## src/rtl/chess_pkg.sv

```systemverilog
// Shared chess definitions: piece codes, controller states, board type and start position.
package chess_pkg;

  localparam int unsigned CODE_W = 4;
  localparam int unsigned POS_W  = 6;
  localparam int unsigned ROW_W  = 3;
  localparam int unsigned SQ_N   = 64;

  localparam logic [CODE_W-1:0] PC_EMPTY = CODE_W'(0);
  localparam logic [CODE_W-1:0] W_PAWN   = CODE_W'(1);
  localparam logic [CODE_W-1:0] W_ROOK   = CODE_W'(2);
  localparam logic [CODE_W-1:0] W_KNIGHT = CODE_W'(3);
  localparam logic [CODE_W-1:0] W_BISHOP = CODE_W'(4);
  localparam logic [CODE_W-1:0] W_QUEEN  = CODE_W'(5);
  localparam logic [CODE_W-1:0] W_KING   = CODE_W'(6);
  localparam logic [CODE_W-1:0] B_PAWN   = CODE_W'(7);
  localparam logic [CODE_W-1:0] B_ROOK   = CODE_W'(8);
  localparam logic [CODE_W-1:0] B_KNIGHT = CODE_W'(9);
  localparam logic [CODE_W-1:0] B_BISHOP = CODE_W'(10);
  localparam logic [CODE_W-1:0] B_QUEEN  = CODE_W'(11);
  localparam logic [CODE_W-1:0] B_KING   = CODE_W'(12);

  typedef enum logic [1:0] {
    ST_IDLE,
    ST_MASK_WAIT,
    ST_WAIT_TARGET,
    ST_COMMIT
  } state_e;

  // board[row][col]; row 7 and column 7 are the most significant slices
  typedef logic [7:0][7:0][CODE_W-1:0] board_t;

  // Each row literal lists columns 7 down to 0
  localparam board_t START_BOARD = {
    B_ROOK, B_KNIGHT, B_BISHOP, B_KING, B_QUEEN, B_BISHOP, B_KNIGHT, B_ROOK,
    {8{B_PAWN}},
    {32{PC_EMPTY}},
    {8{W_PAWN}},
    W_ROOK, W_KNIGHT, W_BISHOP, W_KING, W_QUEEN, W_BISHOP, W_KNIGHT, W_ROOK
  };

  // True when the code belongs to the side currently to move
  function automatic logic is_own(input logic [CODE_W-1:0] code, input logic white);
    if (white) return (code >= W_PAWN) && (code <= W_KING);
    else       return (code >= B_PAWN) && (code <= B_KING);
  endfunction

endpackage

```

## src/rtl/board_store.sv

```systemverilog
// 8x8 piece-code register array with a single commit port moving src to dst.
module board_store
  import chess_pkg::*;
(
  input  logic              clk_i,
  input  logic              rst_ni,
  input  logic              we_i,
  input  logic [POS_W-1:0]  src_i,
  input  logic [POS_W-1:0]  dst_i,
  input  logic [CODE_W-1:0] code_i,
  output board_t            board_o
);

  board_t board_q;

  // Reset loads the start position; a commit clears src and overwrites dst
  always_ff @(posedge clk_i or negedge rst_ni) begin
    if (!rst_ni) begin
      board_q <= START_BOARD;
    end else if (we_i) begin
      board_q[src_i[5:3]][src_i[2:0]] <= PC_EMPTY;
      board_q[dst_i[5:3]][dst_i[2:0]] <= code_i;
    end
  end

  assign board_o = board_q;

endmodule

```

## src/rtl/move_commit_ctrl.sv

```systemverilog
// Click-driven select/target/commit controller for a chess board.
// Optional feature: define PAWN_PROMOTION_EN to promote pawns reaching the last rank to queens.
module move_commit_ctrl
  import chess_pkg::*;
(
  input  logic              clk,
  input  logic              rst,
  input  logic              click_valid,
  input  logic [POS_W-1:0]  click_pos,
  input  logic [SQ_N-1:0]   possible_moves,
  output logic [CODE_W-1:0] sel_figure,
  output logic [POS_W-1:0]  sel_pos,
  output board_t            board,
  output logic              white_turn,
  output logic              move_done,
  output logic              move_reject
);

  state_e              state_q, state_d;
  logic                cnt_q, cnt_d;
  logic [POS_W-1:0]    sel_pos_q, sel_pos_d;
  logic [CODE_W-1:0]   sel_fig_q, sel_fig_d;
  logic [POS_W-1:0]    dst_q, dst_d;
  logic                white_turn_q, white_turn_d;
  logic                move_done_q, move_done_d;
  logic                move_reject_q, move_reject_d;
  logic                wr_en_c;
  logic [CODE_W-1:0]   wr_code_c;
  logic [CODE_W-1:0]   click_code_c;
  logic                click_own_c;
  logic                mask_hit_c;

  board_store u_board (
    .clk_i   (clk),
    .rst_ni  (rst),
    .we_i    (wr_en_c),
    .src_i   (sel_pos_q),
    .dst_i   (dst_q),
    .code_i  (wr_code_c),
    .board_o (board)
  );

  // Controller registers
  always_ff @(posedge clk or negedge rst) begin
    if (!rst) begin
      state_q       <= ST_IDLE;
      cnt_q         <= 1'b0;
      sel_pos_q     <= '0;
      sel_fig_q     <= PC_EMPTY;
      dst_q         <= '0;
      white_turn_q  <= 1'b1;
      move_done_q   <= 1'b0;
      move_reject_q <= 1'b0;
    end else begin
      state_q       <= state_d;
      cnt_q         <= cnt_d;
      sel_pos_q     <= sel_pos_d;
      sel_fig_q     <= sel_fig_d;
      dst_q         <= dst_d;
      white_turn_q  <= white_turn_d;
      move_done_q   <= move_done_d;
      move_reject_q <= move_reject_d;
    end
  end

  // Next-state, selection handling and commit control
  always_comb begin
    state_d       = state_q;
    cnt_d         = cnt_q;
    sel_pos_d     = sel_pos_q;
    sel_fig_d     = sel_fig_q;
    dst_d         = dst_q;
    white_turn_d  = white_turn_q;
    move_done_d   = 1'b0;
    move_reject_d = 1'b0;
    wr_en_c       = 1'b0;
    wr_code_c     = sel_fig_q;
    click_code_c  = board[click_pos[5:3]][click_pos[2:0]];
    click_own_c   = is_own(click_code_c, white_turn_q);
    // Square (r,c) lives at bit 63-(r*8+c) of the mask
    mask_hit_c    = possible_moves[POS_W'(SQ_N - 1) - click_pos];

`ifdef PAWN_PROMOTION_EN
    if ((sel_fig_q == W_PAWN) && (dst_q[5:3] == ROW_W'(7))) begin
      wr_code_c = W_QUEEN;
    end else if ((sel_fig_q == B_PAWN) && (dst_q[5:3] == ROW_W'(0))) begin
      wr_code_c = B_QUEEN;
    end
`endif

    case (state_q)
      ST_IDLE: begin
        if (click_valid && click_own_c) begin
          sel_pos_d = click_pos;
          sel_fig_d = click_code_c;
          cnt_d     = 1'b0;
          state_d   = ST_MASK_WAIT;
        end
      end
      ST_MASK_WAIT: begin
        // Two cycles for the mask producer to reflect the new selection
        if (cnt_q) state_d = ST_WAIT_TARGET;
        else       cnt_d   = 1'b1;
      end
      ST_WAIT_TARGET: begin
        if (click_valid) begin
          if (click_pos == sel_pos_q) begin
            sel_fig_d = PC_EMPTY;
            state_d   = ST_IDLE;
          end else if (click_own_c) begin
            sel_pos_d = click_pos;
            sel_fig_d = click_code_c;
            cnt_d     = 1'b0;
            state_d   = ST_MASK_WAIT;
          end else if (mask_hit_c) begin
            dst_d   = click_pos;
            state_d = ST_COMMIT;
          end else begin
            move_reject_d = 1'b1;
          end
        end
      end
      ST_COMMIT: begin
        wr_en_c      = 1'b1;
        white_turn_d = ~white_turn_q;
        move_done_d  = 1'b1;
        sel_fig_d    = PC_EMPTY;
        state_d      = ST_IDLE;
      end
      default: begin
        state_d = ST_IDLE;
      end
    endcase
  end

  assign sel_figure  = sel_fig_q;
  assign sel_pos     = sel_pos_q;
  assign white_turn  = white_turn_q;
  assign move_done   = move_done_q;
  assign move_reject = move_reject_q;

endmodule

```

## config.mk

```make
export PLATFORM = sky130hd
export DESIGN_NAME = move_commit_ctrl
export DESIGN_NICKNAME = d
export VERILOG_FILES = /design/src/rtl/chess_pkg.sv /design/src/rtl/board_store.sv /design/src/rtl/move_commit_ctrl.sv
export SDC_FILE = /design/constraint.sdc
export NUM_CORES = 1
export LEC_CHECK = 0
export ABC_AREA = 1
export CORE_ASPECT_RATIO = 0.75
export CORE_MARGIN = 2
export CORE_UTILIZATION = 46
export DETAILED_ROUTE_END_ITERATION = 12
export PLACE_DENSITY = 0.81
export REMOVE_ABC_BUFFERS = 1
export SLEW_MARGIN = 10
export SYNTH_ARGS = -nofsm -noshare
export SYNTH_HDL_FRONTEND = slang
export SYNTH_SLANG_ARGS = --single-unit
```

## constraint.sdc

```tcl
create_clock -name clk -period 1.97 [get_ports clk]
set_input_delay 0.394 -clock clk [delete_from_list [all_inputs] [get_ports clk]]
set_output_delay 0.394 -clock clk [all_outputs]
set_load 0.02 [all_outputs]
```

---- Word level (Yosys, flattened, before mapping) ----
Cells that the tools add are included.
storage, ports and cells
  register bits ........................... 278
cells by class
  order comparisons ....................... 15
  add/sub/neg operators ................... 1
  reduce and logical (&&, ||, !) cells .... 16
  bitwise gates (word level) .............. 5
  equal/unequal tests ..................... 11
  multiplexer cells ....................... 44
operator list
  cell                                                                                  count
  256-bit bitwise AND                                                                   1
  256-bit bitwise mux                                                                   1
  256-bit inverter                                                                      1
  32-bit demux with 3-bit select                                                        2
  32-bit binary-select mux with 3-bit select                                            1
  32-bit 2-to-1 mux                                                                     3
  4-bit 2-to-1 mux                                                                      7
  4-bit demux with 3-bit select                                                         2
  3-bit by 4-bit < comparator with 1-bit output (second input constant)                 6
  6-bit 2-to-1 mux                                                                      4
  5-bit AND reduction                                                                   3
  4-bit binary-select mux with 3-bit select                                             1
  3-bit by 1-bit greater-or-equal comparator with 1-bit output (second input constant)  4
  1-bit 2-to-1 mux                                                                      12
  2-bit 2-to-1 mux                                                                      6
  4-bit one-hot mux with 3 select lines                                                 1
  6-bit one-hot mux with 2 select lines                                                 1
  2-bit != test (second input constant)                                                 5
  2-bit one-hot mux with 4 select lines                                                 1
  4-bit AND reduction                                                                   2
  1-bit logical AND                                                                     7
  6-bit by 7-bit < comparator with 1-bit output (second input constant)                 1
  1-bit binary-select mux with 6-bit select                                             1
  6-bit == test                                                                         1
  other kinds (14)                                                                      18

---- Logic depth before layout (Yosys ltp) ----
Gate-level depths: netlist of the first run.
  depth after elaboration ................. 11
  depth in mapped cells ................... 23
  depth with buffers taken out ............ 21

---- Cells and area by module ----
From an unflattened synthesis of the first run, not the netlist that was laid out.
unflattened totals
  cell total of the unflattened synthesis .. 2,297
  area, all modules ....................... 15,351.0 um^2
modules (own cells, without submodules)
  module            area an instance (um^2)  instances  cells each
  board_store       10,943.0                 1          1,429
  move_commit_ctrl  4,408.0                  1          868

---- Least setup slack after synthesis of the first run ----
No wires, ideal clock.
  path type ............................... input-to-reg
  start ................................... input click_pos[5]
  end ..................................... register sel_fig_q[0], in the netlist sel_figure[0]
  data required time ...................... 1,853 ps
  cell stages on the path ................. 19
  arrival ................................. 2,087 ps
  library setup time ...................... 117 ps
  setup slack ............................. -234 ps
  cell sequence ........................... buf_2 -> clkbuf_1 -> nand3_1 -> nand2_1 -> nand2_1 -> nand3_1 -> nand3_1 -> nand2_1 -> nand3_1 -> nand2_1 -> inv_1 -> nand2_1 -> nand2_2 -> nand2_2 -> nand2_1 -> inv_2 -> nand2_1 -> nand2_1 -> nand2_1
between the ends
  word-level cells in the longest chain between the ends .. 10
  elaborated cells on any way between the ends .. 21
  classes of those cells .................. 4 x order compare; 3 x eq/ne; 10 x mux; 4 x reduce/logical
RTL lines
  element                                                                               line                              RTL
  from (decl)                                                                           move_commit_ctrl.sv:9             input logic [POS_W-1:0] click_pos,
  32-bit binary-select mux with 3-bit select                                            move_commit_ctrl.sv:78            click_code_c = board[click_pos[5:3]][click_pos[2:0]];
  32-bit 2-to-1 mux (implied by the code)                                               move_commit_ctrl.sv:78
  4-bit binary-select mux with 3-bit select                                             move_commit_ctrl.sv:78
  4-bit 2-to-1 mux (implied by the code)                                                move_commit_ctrl.sv:78
  4-bit by 3-bit greater-or-equal comparator with 1-bit output (tied with other cells)  chess_pkg.sv:45                   else return (code >= B_PAWN) && (code <= B_KING);
  1-bit logical AND (on tied branches)                                                  chess_pkg.sv:45, chess_pkg.sv:44
  1-bit 2-to-1 mux                                                                      chess_pkg.sv:44                   if (white) return (code >= W_PAWN) && (code <= W_KING);
  1-bit logical AND                                                                     move_commit_ctrl.sv:93            if (click_valid && click_own_c) begin
  2-bit != test (no source line)                                                        --
  4-bit AND reduction (no source line)                                                  --
  to (signal assigned)                                                                  move_commit_ctrl.sv:58            sel_fig_q <= sel_fig_d;
  to (decl)                                                                             move_commit_ctrl.sv:22            logic [CODE_W-1:0] sel_fig_q, sel_fig_d;
Parallel ways exist; a longest one is shown, timed or not. The select of a mux whose other input is x is not followed.
A chain may end at the register's enable or synchronous reset.

---- Worst setup path in the final report of the first run ----
  start ................................... register u_board.board_q (netlist bit u_board.board_o[217])
  end ..................................... register sel_pos_q[5], in the netlist sel_pos[5]
between the ends
  word-level cells in the longest chain between the ends .. 10
  elaborated cells on any way between the ends .. 15
  classes of those cells .................. 4 x order compare; 2 x eq/ne; 5 x mux; 4 x reduce/logical
RTL lines
  element                                                                               line                              RTL
  from (decl)                                                                           board_store.sv:14                 board_t board_q;
  from (signal, indexed assignment)                                                     board_store.sv:22                 board_q[dst_i[5:3]][dst_i[2:0]] <= code_i;
  32-bit binary-select mux with 3-bit select *                                          move_commit_ctrl.sv:78
  32-bit 2-to-1 mux (implied by the code) *                                             move_commit_ctrl.sv:78
  4-bit binary-select mux with 3-bit select *                                           move_commit_ctrl.sv:78
  4-bit 2-to-1 mux (implied by the code) *                                              move_commit_ctrl.sv:78
  4-bit by 3-bit greater-or-equal comparator with 1-bit output (tied with other cells)  chess_pkg.sv:45
  1-bit logical AND (on tied branches)                                                  chess_pkg.sv:45, chess_pkg.sv:44
  1-bit 2-to-1 mux *                                                                    chess_pkg.sv:44
  1-bit logical AND                                                                     move_commit_ctrl.sv:93
  2-bit != test (no source line)                                                        --
  5-bit AND reduction (no source line) *                                                --
  to (signal assigned)                                                                  move_commit_ctrl.sv:57            sel_pos_q <= sel_pos_d;
  to (decl)                                                                             move_commit_ctrl.sv:21            logic [POS_W-1:0] sel_pos_q, sel_pos_d;
Every way passes the cells marked *; elsewhere a longest branch is shown, timed or not. The select of a mux whose other input is x is not followed.

==> results of run 1 <==
-- how the worst max path moves through the flow --
stage,from,end,slack (ps),depth (start not counted)
6_report,u_board.board_o[217]$_DFFE_PN1P_,sel_pos[5]$_DFFE_PN0P_,-300,18
2_1_floorplan,state_q[1]$_DFFE_PN0P_,u_board.board_o[103]$_DFFE_PN0P_,-1380,4
4_1_cts,u_board.board_o[213]$_DFFE_PN1P_,dst_q[3]$_DFFE_PN0P_,-300,19
5_1_grt,u_board.board_o[217]$_DFFE_PN1P_,sel_pos[2]$_DFFE_PN0P_,-380,18
3_3_place_gp,click_pos[3],sel_figure[3]$_DFFE_PN0P_,-850,23
3_5_place_dp,click_pos[3],sel_figure[1]$_DFFE_PN0P_,-900,24
-- layout make-up --
class / count / area, µm² / share of cell area
diodes: 1 / 2.50 / 0.000109
multi-input cells: 1244 / 6570 / 0.287
repair buffers: 762 / 6620 / 0.289
inverters: 292 / 1100 / 0.0481
flip-flops and latches: 278 / 7030 / 0.307
clock inverters: 11 / 195 / 0.00853
well taps: 406 / 508 / 0.0222
clock buffers: 42 / 865 / 0.0378
-- repair_timing --
item	in CTS	in global routing
pin swaps	21	58
endpoints found under the hold margin	28	0
buffers inserted	5	7
resized for setup	308	149
hold buffers	1	0
cloned	0	0
endpoints found under the setup margin	287	100
-- layer usage --
layer,wire length (µm),GRT usage,vias up,share of wire
li1,-,-,7792,-
met1,24600,0.502,8422,0.37
met2,29500,0.616,1373,0.44
met3,9310,0.113,294,0.14
met4,3640,0.190,4,0.054
met5,24,0,-,0.00036
-- worst max-delay path, stage by stage (launching register included) --
cell                      delay, ps
sky130_fd_sc_hd__dfstp_2        540
sky130_fd_sc_hd__nand2_1         70
sky130_fd_sc_hd__nand3_2         80
sky130_fd_sc_hd__nand3_2         80
sky130_fd_sc_hd__nand2_2         90
sky130_fd_sc_hd__nand2_1         70
sky130_fd_sc_hd__nand3_2        110
sky130_fd_sc_hd__nand3_4        130
sky130_fd_sc_hd__nand2_4        130
sky130_fd_sc_hd__nand3_4         90
sky130_fd_sc_hd__nand2_4         70
sky130_fd_sc_hd__inv_1           50
sky130_fd_sc_hd__nand2_2         90
sky130_fd_sc_hd__nand2_4         80
sky130_fd_sc_hd__nand2_2         80
sky130_fd_sc_hd__nand4_1        100
sky130_fd_sc_hd__buf_6          180
sky130_fd_sc_hd__nand2_4         60
sky130_fd_sc_hd__nand2_2         50
-- power breakdown --
group,switching (mW),internal (mW)
Clock,2.45,3.70
Sequential,0.750,6.67
Combinational,5.99,3.71
Total,9.19,14.1
-- sequential cells by signal, summed over array words and instances (netlist names) --
signal	count
move_done	1
u_board.board_o	256
state_q	2
cnt_q	1
move_reject	1
sel_figure	4
sel_pos	6
white_turn	1
dst_q	6
-- cell families after synthesis --
| family | synth area share |
|---|---|
| AO/OA/AOI/OAI | 0.160 |
| buffers and inverters | 0.109 |
| AND/OR/NAND/NOR | 0.246 |
| XOR/XNOR | 0.000604 |
| flip-flops | 0.485 |
-- through the flow --
stage / setup WS (ps) / area, µm²
after floorplan: -1380 / 14000
after global placement: -852 / 21400
after detailed placement: -900 / 21400
after CTS: -305 / 22300
after global routing: -382 / 22900
final: -300 / 22900
-- placed cells by master (no fill, tap or decap), types with 21 or more instances in the layout --
master / n
sky130_fd_sc_hd__buf_12: 28
sky130_fd_sc_hd__nand2_1: 467
sky130_fd_sc_hd__buf_4: 388
sky130_fd_sc_hd__dfstp_2: 60
sky130_fd_sc_hd__clkdlybuf4s50_1: 68
sky130_fd_sc_hd__nand2_2: 53
sky130_fd_sc_hd__o22ai_1: 272
sky130_fd_sc_hd__clkdlybuf4s15_1: 21
sky130_fd_sc_hd__nand3_1: 176
sky130_fd_sc_hd__nor2_1: 50
sky130_fd_sc_hd__a21oi_1: 52
sky130_fd_sc_hd__clkbuf_16: 29
sky130_fd_sc_hd__nand3_2: 49
sky130_fd_sc_hd__inv_1: 284
sky130_fd_sc_hd__dfrtp_1: 217
sky130_fd_sc_hd__dlygate4sd2_1: 242
sky130_fd_sc_hd__o21ai_0: 42
==> reports/summary.md, run 1 <==
Critical path
- flip-flop to flip-flop — kind of critical path
- 18 — Register-to-Register Path Depth
- flip-flop — Crit. End Element
- sel_pos[5]$_DFFE_PN0P_ — reg-to-reg critical path endpoint
- 2730 ps — WP data arrival
- flip-flop — startpoint type of the worst setup path
- -300 ps — setup slack, reg-to-reg
- 6 — top fanout value on the critical path
- 2430 ps — data required time of the critical path
- u_board.board_o[217]$_DFFE_PN1P_ — startpoint of the most critical register-to-register path

Route
- 22.1 µm — average detailed-routed wire length per instance
- 17900 — total number of vias
- 8 — detailed-routing iteration count for the pre-antenna-repair pass
- 0 — number of remaining DRC errors
- 5.89 — drt via density
- 67100 µm — final WL
- 0 — ANT nets after route
- 2159 — number of DRC violations after detailed-routing iteration 0

Floorplan
- 209 µm — Die W
- 56 — placement row count
- 342 — I/O pin cnt
- 31100 µm² — CORE AREA
- 33000 µm² — die footprint
- 0.466 — Initial Util
- 158 µm — overall die height

STA
- 0 — Final Hold Fails
- 2270 ps — crit path time final
- 273 ps — worst hold-check slack
- -5290 ps — sum of negative setup slack
- 18.4 ps — Worst Clk Skew
- 441 MHz — timing-limited maximum frequency
- 0.708 — remaining max-slew budget at the tightest pin
- 437 ps — slew at the pin closest to its max-slew limit
- 0 — total count of max-transition violations in the final report
- 1.15 — portion of the clock cycle consumed by the worst path in the final layout
- -300 ps — setup slack after layout
- 20 — number of endpoints failing setup at the final stage
- yes — setup repair after global routing missed its margin

Run status
- finished with violations — result of the run
- setup timing — failing checks

Logic synthesis
- sky130_fd_sc_hd__dfrtp_1, sky130_fd_sc_hd__nand2_1, sky130_fd_sc_hd__o22ai_1 — ranking of synthesized cells by area
- 14500 µm² — Synth Cell Area
- 7.57 µm² — synthesized area divided by synthesized cell count
- sky130_fd_sc_hd__dfrtp_1 — Post-synth top flop
- 1914 — Synth Instances
- 27 — count of distinct cell types in the synthesized netlist
- 0.376 — post-synth top area share
- 278 — number of synthesized register bits
- sky130_fd_sc_hd__dfrtp_1 — largest area contributor in the synthesized netlist
- 0 — yosys synthesis warning count
- 1.00 — Synth async-reset ratio
- sky130_fd_sc_hd__nand2_1 — most repeated cell in the gate-level netlist after synthesis
- 0.485 — Seq/Total Area, Yosys
- sky130_fd_sc_hd__nand2_1, sky130_fd_sc_hd__inv_1, sky130_fd_sc_hd__o22ai_1 — top post-synthesis cells by count
- 0 — number of enable flip-flop cells after synthesis

GRT
- 69 — maximum number of pins on one net before global-route repair
- 17400 — via count of the first global-routing pass
- 2 — number of antenna violations at the first check in global routing
- 0 — grt total ovfl
- 98900 µm — first-pass GRT wire length
- 0.392 — global-route total usage across every layer

Finish
- 3036 — count of placed standard cells in the final layout, fillers left out
- 57.9% — relative area change from synthesis to final layout
- 2680 — total number of nets in the final design
- 0.736 — Core Util, Final
- 0.266 — layout cell share with drive strength beyond 1
- 2457 — number of fill cells in the layout

Clock tree
- 570 ps — clock latency on the worst-skew pair
- 278 — clock net sink count
- 29 — number of buffers inserted during clock tree synthesis
- 3 — CTS max path bufs
- 60 ps — CTS clock-pin slew for the worst setup and hold paths
- 1 — deepest level of the CTS H-tree
- sky130_fd_sc_hd__clkbuf_16 — buffer cell driving the clock tree root
- done — CTS tree

Hold path
- click_pos[0] — Worst Hold Launch
- input pin to flip-flop — Hold Crit Class
- sel_pos[0]$_DFFE_PN0P_ — Hold Path End
- 4 — number of instances on the worst hold path

Placement
- 47800 µm — HPWL reported at the end of detailed placement
- 341 — IO Port Bufs
- 0.998 — routability congestion estimate from global placement
- 2969 — number of cells after detailed placement

Run
- 0 — number of maximum-capacitance constraint violations

Power
- 11.2 nW — leakage power figure
- 0.900 mV — largest vdd supply drop
- 23.3 mW — total design power
- 1020 nW/µm² — total power density per cell area

Power figures use the tool's default switching activity.
==> inputs of run 2 (changes only) <==
--- a/config.mk
+++ b/config.mk
@@ -5,12 +5,12 @@
 export SDC_FILE = /design/constraint.sdc
 export NUM_CORES = 1
 export LEC_CHECK = 0
-export ABC_AREA = 1
 export CORE_ASPECT_RATIO = 0.75
 export CORE_MARGIN = 2
-export CORE_UTILIZATION = 46
+export CORE_UTILIZATION = 45
+export CTS_CLUSTER_DIAMETER = 200
 export DETAILED_ROUTE_END_ITERATION = 12
-export PLACE_DENSITY = 0.81
+export PLACE_DENSITY = 0.8
 export REMOVE_ABC_BUFFERS = 1
 export SLEW_MARGIN = 10
 export SYNTH_ARGS = -nofsm -noshare
==> run 2 against run 1 <==
Against the previous run:
- the run still ends with setup timing left
- area after synthesis shrank 3.0%
- worst hold slack improved by 33 ps
- worst setup slack worse by 940 ps
- highest routed layer unchanged
- routed wire length fell by 9.0%
- fmax shrank 29%
- final cell count is 27% lower
- core utilization down 4.9 points
- combinational power rose by 15%
==> reports/summary.md, run 2 <==
STA
- 312 MHz — timing-limited maximum frequency, -29%
- yes — setup repair after global routing missed its margin
- 1.63 — portion of the clock cycle consumed by the worst path in the final layout, +0.476
- 491 ps — slew at the pin closest to its max-slew limit, +53.6 ps
- -23180 ps — sum of negative setup slack, -17890 ps
- 0 — total count of max-transition violations in the final report, unchanged
- 306 ps — worst hold-check slack, +33.1 ps
- 22.9 ps — Worst Clk Skew, +4.46 ps
- 0 — Final Hold Fails, unchanged
- -1240 ps — setup slack after layout, -939 ps
- 3210 ps — crit path time final, +939 ps
- 20 — number of endpoints failing setup at the final stage, unchanged
- 0.670 — remaining max-slew budget at the tightest pin, -0.0379

Logic synthesis
- 59 — count of distinct cell types in the synthesized netlist, +120%
- 0.500 — Seq/Total Area, Yosys, +0.0149
- 0 — number of enable flip-flop cells after synthesis, unchanged
- sky130_fd_sc_hd__a22o_1 — most repeated cell in the gate-level netlist after synthesis
- 14100 µm² — Synth Cell Area, -3.0%
- sky130_fd_sc_hd__a22o_1, sky130_fd_sc_hd__dfrtp_1, sky130_fd_sc_hd__nand2_1 — top post-synthesis cells by count
- sky130_fd_sc_hd__dfrtp_1 — largest area contributor in the synthesized netlist
- 0.00436 — fraction of synthesized cell area in xor and xnor cells, +0.00376
- sky130_fd_sc_hd__dfrtp_1, sky130_fd_sc_hd__a22o_1, sky130_fd_sc_hd__dfstp_2 — ranking of synthesized cells by area
- sky130_fd_sc_hd__dfrtp_1 — Post-synth top flop
- 1107 — Synth Instances, -42%
- 1.00 — Synth async-reset ratio, unchanged
- 12.7 µm² — synthesized area divided by synthesized cell count, +68%
- compound AO/OA/AOI/OAI gates — combinational family with the most area after synthesis
- 0 — yosys synthesis warning count, unchanged
- 278 — number of synthesized register bits, unchanged
- 0.388 — post-synth top area share, +0.0116
- 0.166 — multiplexer share of the synthesized area, +0.166
- 0.0747 — Synth Area in Simple Gates, -0.171
- 0.221 — Compound-Gate Fraction of Synth Area, +0.0606
- 0 — adder and majority cell fraction of the synthesized area, unchanged

Finish
- 51.5% — relative area change from synthesis to final layout
- 0.686 — Core Util, Final, -0.0495
- sky130_fd_sc_hd__buf_4 — most common cell after layout, fill and taps aside
- 256 — max reg flops, unchanged
- 2205 — count of placed standard cells in the final layout, fillers left out, -27%
- 2305 — number of fill cells in the layout, -6.2%
- sky130_fd_sc_hd__buf_4, sky130_fd_sc_hd__a22o_1, sky130_fd_sc_hd__dlygate4sd2_1, sky130_fd_sc_hd__dfrtp_1, sky130_fd_sc_hd__nand2_1 — most frequent cells in the layout
- 0.356 — layout cell share with drive strength beyond 1, +0.0903
- 1848 — total number of nets in the final design, -31%

Placement
- 0.980 — routability congestion estimate from global placement, -1.7%
- 2140 — number of cells after detailed placement, -28%
- -1800 ps — worst setup slack after placement, -902 ps
- 44900 µm — HPWL reported at the end of detailed placement, -6.1%
- 341 — IO Port Bufs, unchanged

GRT
- 4 — number of antenna violations at the first check in global routing, +2
- 14000 — via count of the first global-routing pass, -19%
- 0 — grt total ovfl, unchanged
- 72 — maximum number of pins on one net before global-route repair, +4.3%
- 90600 µm — first-pass GRT wire length, -8.4%
- 0.369 — global-route total usage across every layer, -0.0227

Critical path
- flip-flop to flip-flop — kind of critical path
- flip-flop — Crit. End Element
- 2400 ps — data required time of the critical path, -30 ps
- flip-flop — startpoint type of the worst setup path
- 4 — top fanout value on the critical path, -2
- 9 — Register-to-Register Path Depth, -9
- -1240 ps — setup slack, reg-to-reg, -940 ps
- sel_figure[3]$_DFFE_PN0P_ — reg-to-reg critical path endpoint
- u_board.board_o[113]$_DFFE_PN0P_ — startpoint of the most critical register-to-register path
- 3640 ps — WP data arrival, +910 ps

Power
- 1130 nW/µm² — total power density per cell area, +11%
- 0.764 mV — largest vdd supply drop, -15%
- 10.7 nW — leakage power figure, -4.5%

Hold path
- input pin to async pin — Hold Crit Class

Clock tree
- done — CTS tree
- 560 ps — clock latency on the worst-skew pair, about the same
- 278 — clock net sink count, unchanged
- 29 — number of buffers inserted during clock tree synthesis, unchanged
- 60 ps — CTS clock-pin slew for the worst setup and hold paths, about the same
- sky130_fd_sc_hd__clkbuf_16 — buffer cell driving the clock tree root
- 3 — CTS max path bufs, unchanged
- 1 — deepest level of the CTS H-tree, unchanged

Floorplan
- 0.453 — Initial Util, -0.0129
- 32700 µm² — die footprint, -0.81%
- 342 — I/O pin cnt, unchanged
- 56 — placement row count, unchanged
- 31000 µm² — CORE AREA, -0.23%
- 157 µm — overall die height, -0.41%
- 208 µm — Die W, -0.41%

Run status
- finished with violations — result of the run
- setup timing — failing checks

Route
- 6 — detailed-routing iteration count for the pre-antenna-repair pass, -2
- 0 — number of remaining DRC errors, unchanged
- 61000 µm — final WL, -9.0%
- 1685 — number of DRC violations after detailed-routing iteration 0, -22%
- 0 — ANT nets after route, unchanged
- 14100 — total number of vias, -21%
- 6.39 — drt via density, +8.5%
- 27.7 µm — average detailed-routed wire length per instance, +25%

Run
- 0 — number of maximum-capacitance constraint violations, unchanged

run 2: changes by cell type after synthesis, sizes merged, moves of 40 or more:
cell | previous run | this run
a22o | 1 | 256
o22ai | 273 | 74
clkbuf | 37 | 77
inv | 290 | 5
mux4 | 0 | 86
a21oi | 67 | 9
nand2 | 530 | 91
nand3 | 231 | 11
run 2: cell type report:
class,instances,area (µm²),area share
Antenna cell,2,5.00,0.000235
Clock buffer,48,827,0.0388
Clock inverter,5,52.6,0.00247
Inverter,5,18.8,0.000881
Multi-Input combinational cell,723,6640,0.312
Sequential cell,278,7040,0.330
Tap cell,406,508,0.0238
Timing Repair Buffer,738,6210,0.292
run 2: per-layer routing:
metal  global-route usage  share of wire  wire length [µm]  vias to the layer above
met2                0.572           0.44             26900                     1184
met5              0.00600        0.00021                13                        -
met1                0.519           0.39             24100                     7028
met3                0.111           0.14              8520                      145
li1                     -              -                 -                     5734
met4               0.0750          0.025              1540                        2
run 2: timing repair:
item                                    4_1_cts  5_1_grt
gates resized for setup                     295       37
endpoints found under the setup margin      295       92
hold endpoints to repair                     26        0
hold buffers                                  1        0
buffers inserted                              6        3
pin swaps                                     5        2
run 2: cell families after synthesis:
kind of cell           Yosys count
buffers and inverters          106
AND/OR/NAND/NOR                230
AO/OA/AOI/OAI                  373
flip-flops                     278
XOR/XNOR                         7
multiplexers                   113
run 2: stage by stage:
| stage | instance area, µm² | power [mW] |
|---|---|---|
| 2_1_floorplan | 13600 | 12.3 |
| 3_3_place_gp | 20600 | 18.7 |
| 3_5_place_dp | 20600 | 19.0 |
| 4_1_cts | 21200 | 23.7 |
| 5_1_grt | 21300 | 24.8 |
| 6_report | 21300 | 24.1 |
run 2: critical path, stage by stage (launching register included):
cell                       delay [ps]
sky130_fd_sc_hd__dfrtp_1          420
sky130_fd_sc_hd__mux4_2           490
sky130_fd_sc_hd__mux4_2           490
sky130_fd_sc_hd__or2_4            260
sky130_fd_sc_hd__a32oi_4          270
sky130_fd_sc_hd__a21oi_1          120
sky130_fd_sc_hd__or4_1            420
sky130_fd_sc_hd__o311ai_2         100
sky130_fd_sc_hd__buf_4            190
sky130_fd_sc_hd__mux2_2           330
run 2: worst max path at each step:
stage | from | end | slack, ps | cells past startpoint
2_1_floorplan | u_board.board_o[62]$_DFFE_PN0P_ | sel_pos[0]$_DFFE_PN0P_ | -1130 | 8
3_3_place_gp | click_pos[1] | dst_q[3]$_DFFE_PN0P_ | -1770 | 12
3_5_place_dp | click_pos[1] | dst_q[2]$_DFFE_PN0P_ | -1800 | 12
4_1_cts | u_board.board_o[81]$_DFFE_PN0P_ | sel_figure[0]$_DFFE_PN0P_ | -1210 | 9
5_1_grt | u_board.board_o[81]$_DFFE_PN0P_ | sel_figure[3]$_DFFE_PN0P_ | -1290 | 9
6_report | u_board.board_o[113]$_DFFE_PN0P_ | sel_figure[3]$_DFFE_PN0P_ | -1240 | 9
run 2: where the power goes:
| part | leakage (nW) | switching (mW) | internal (mW) |
|---|---|---|---|
| Clock | 0.424 | 2.29 | 2.97 |
| Combinational | 6.65 | 6.46 | 4.72 |
| Sequential | 3.61 | 0.850 | 6.85 |
| Total | 10.7 | 9.60 | 14.5 |
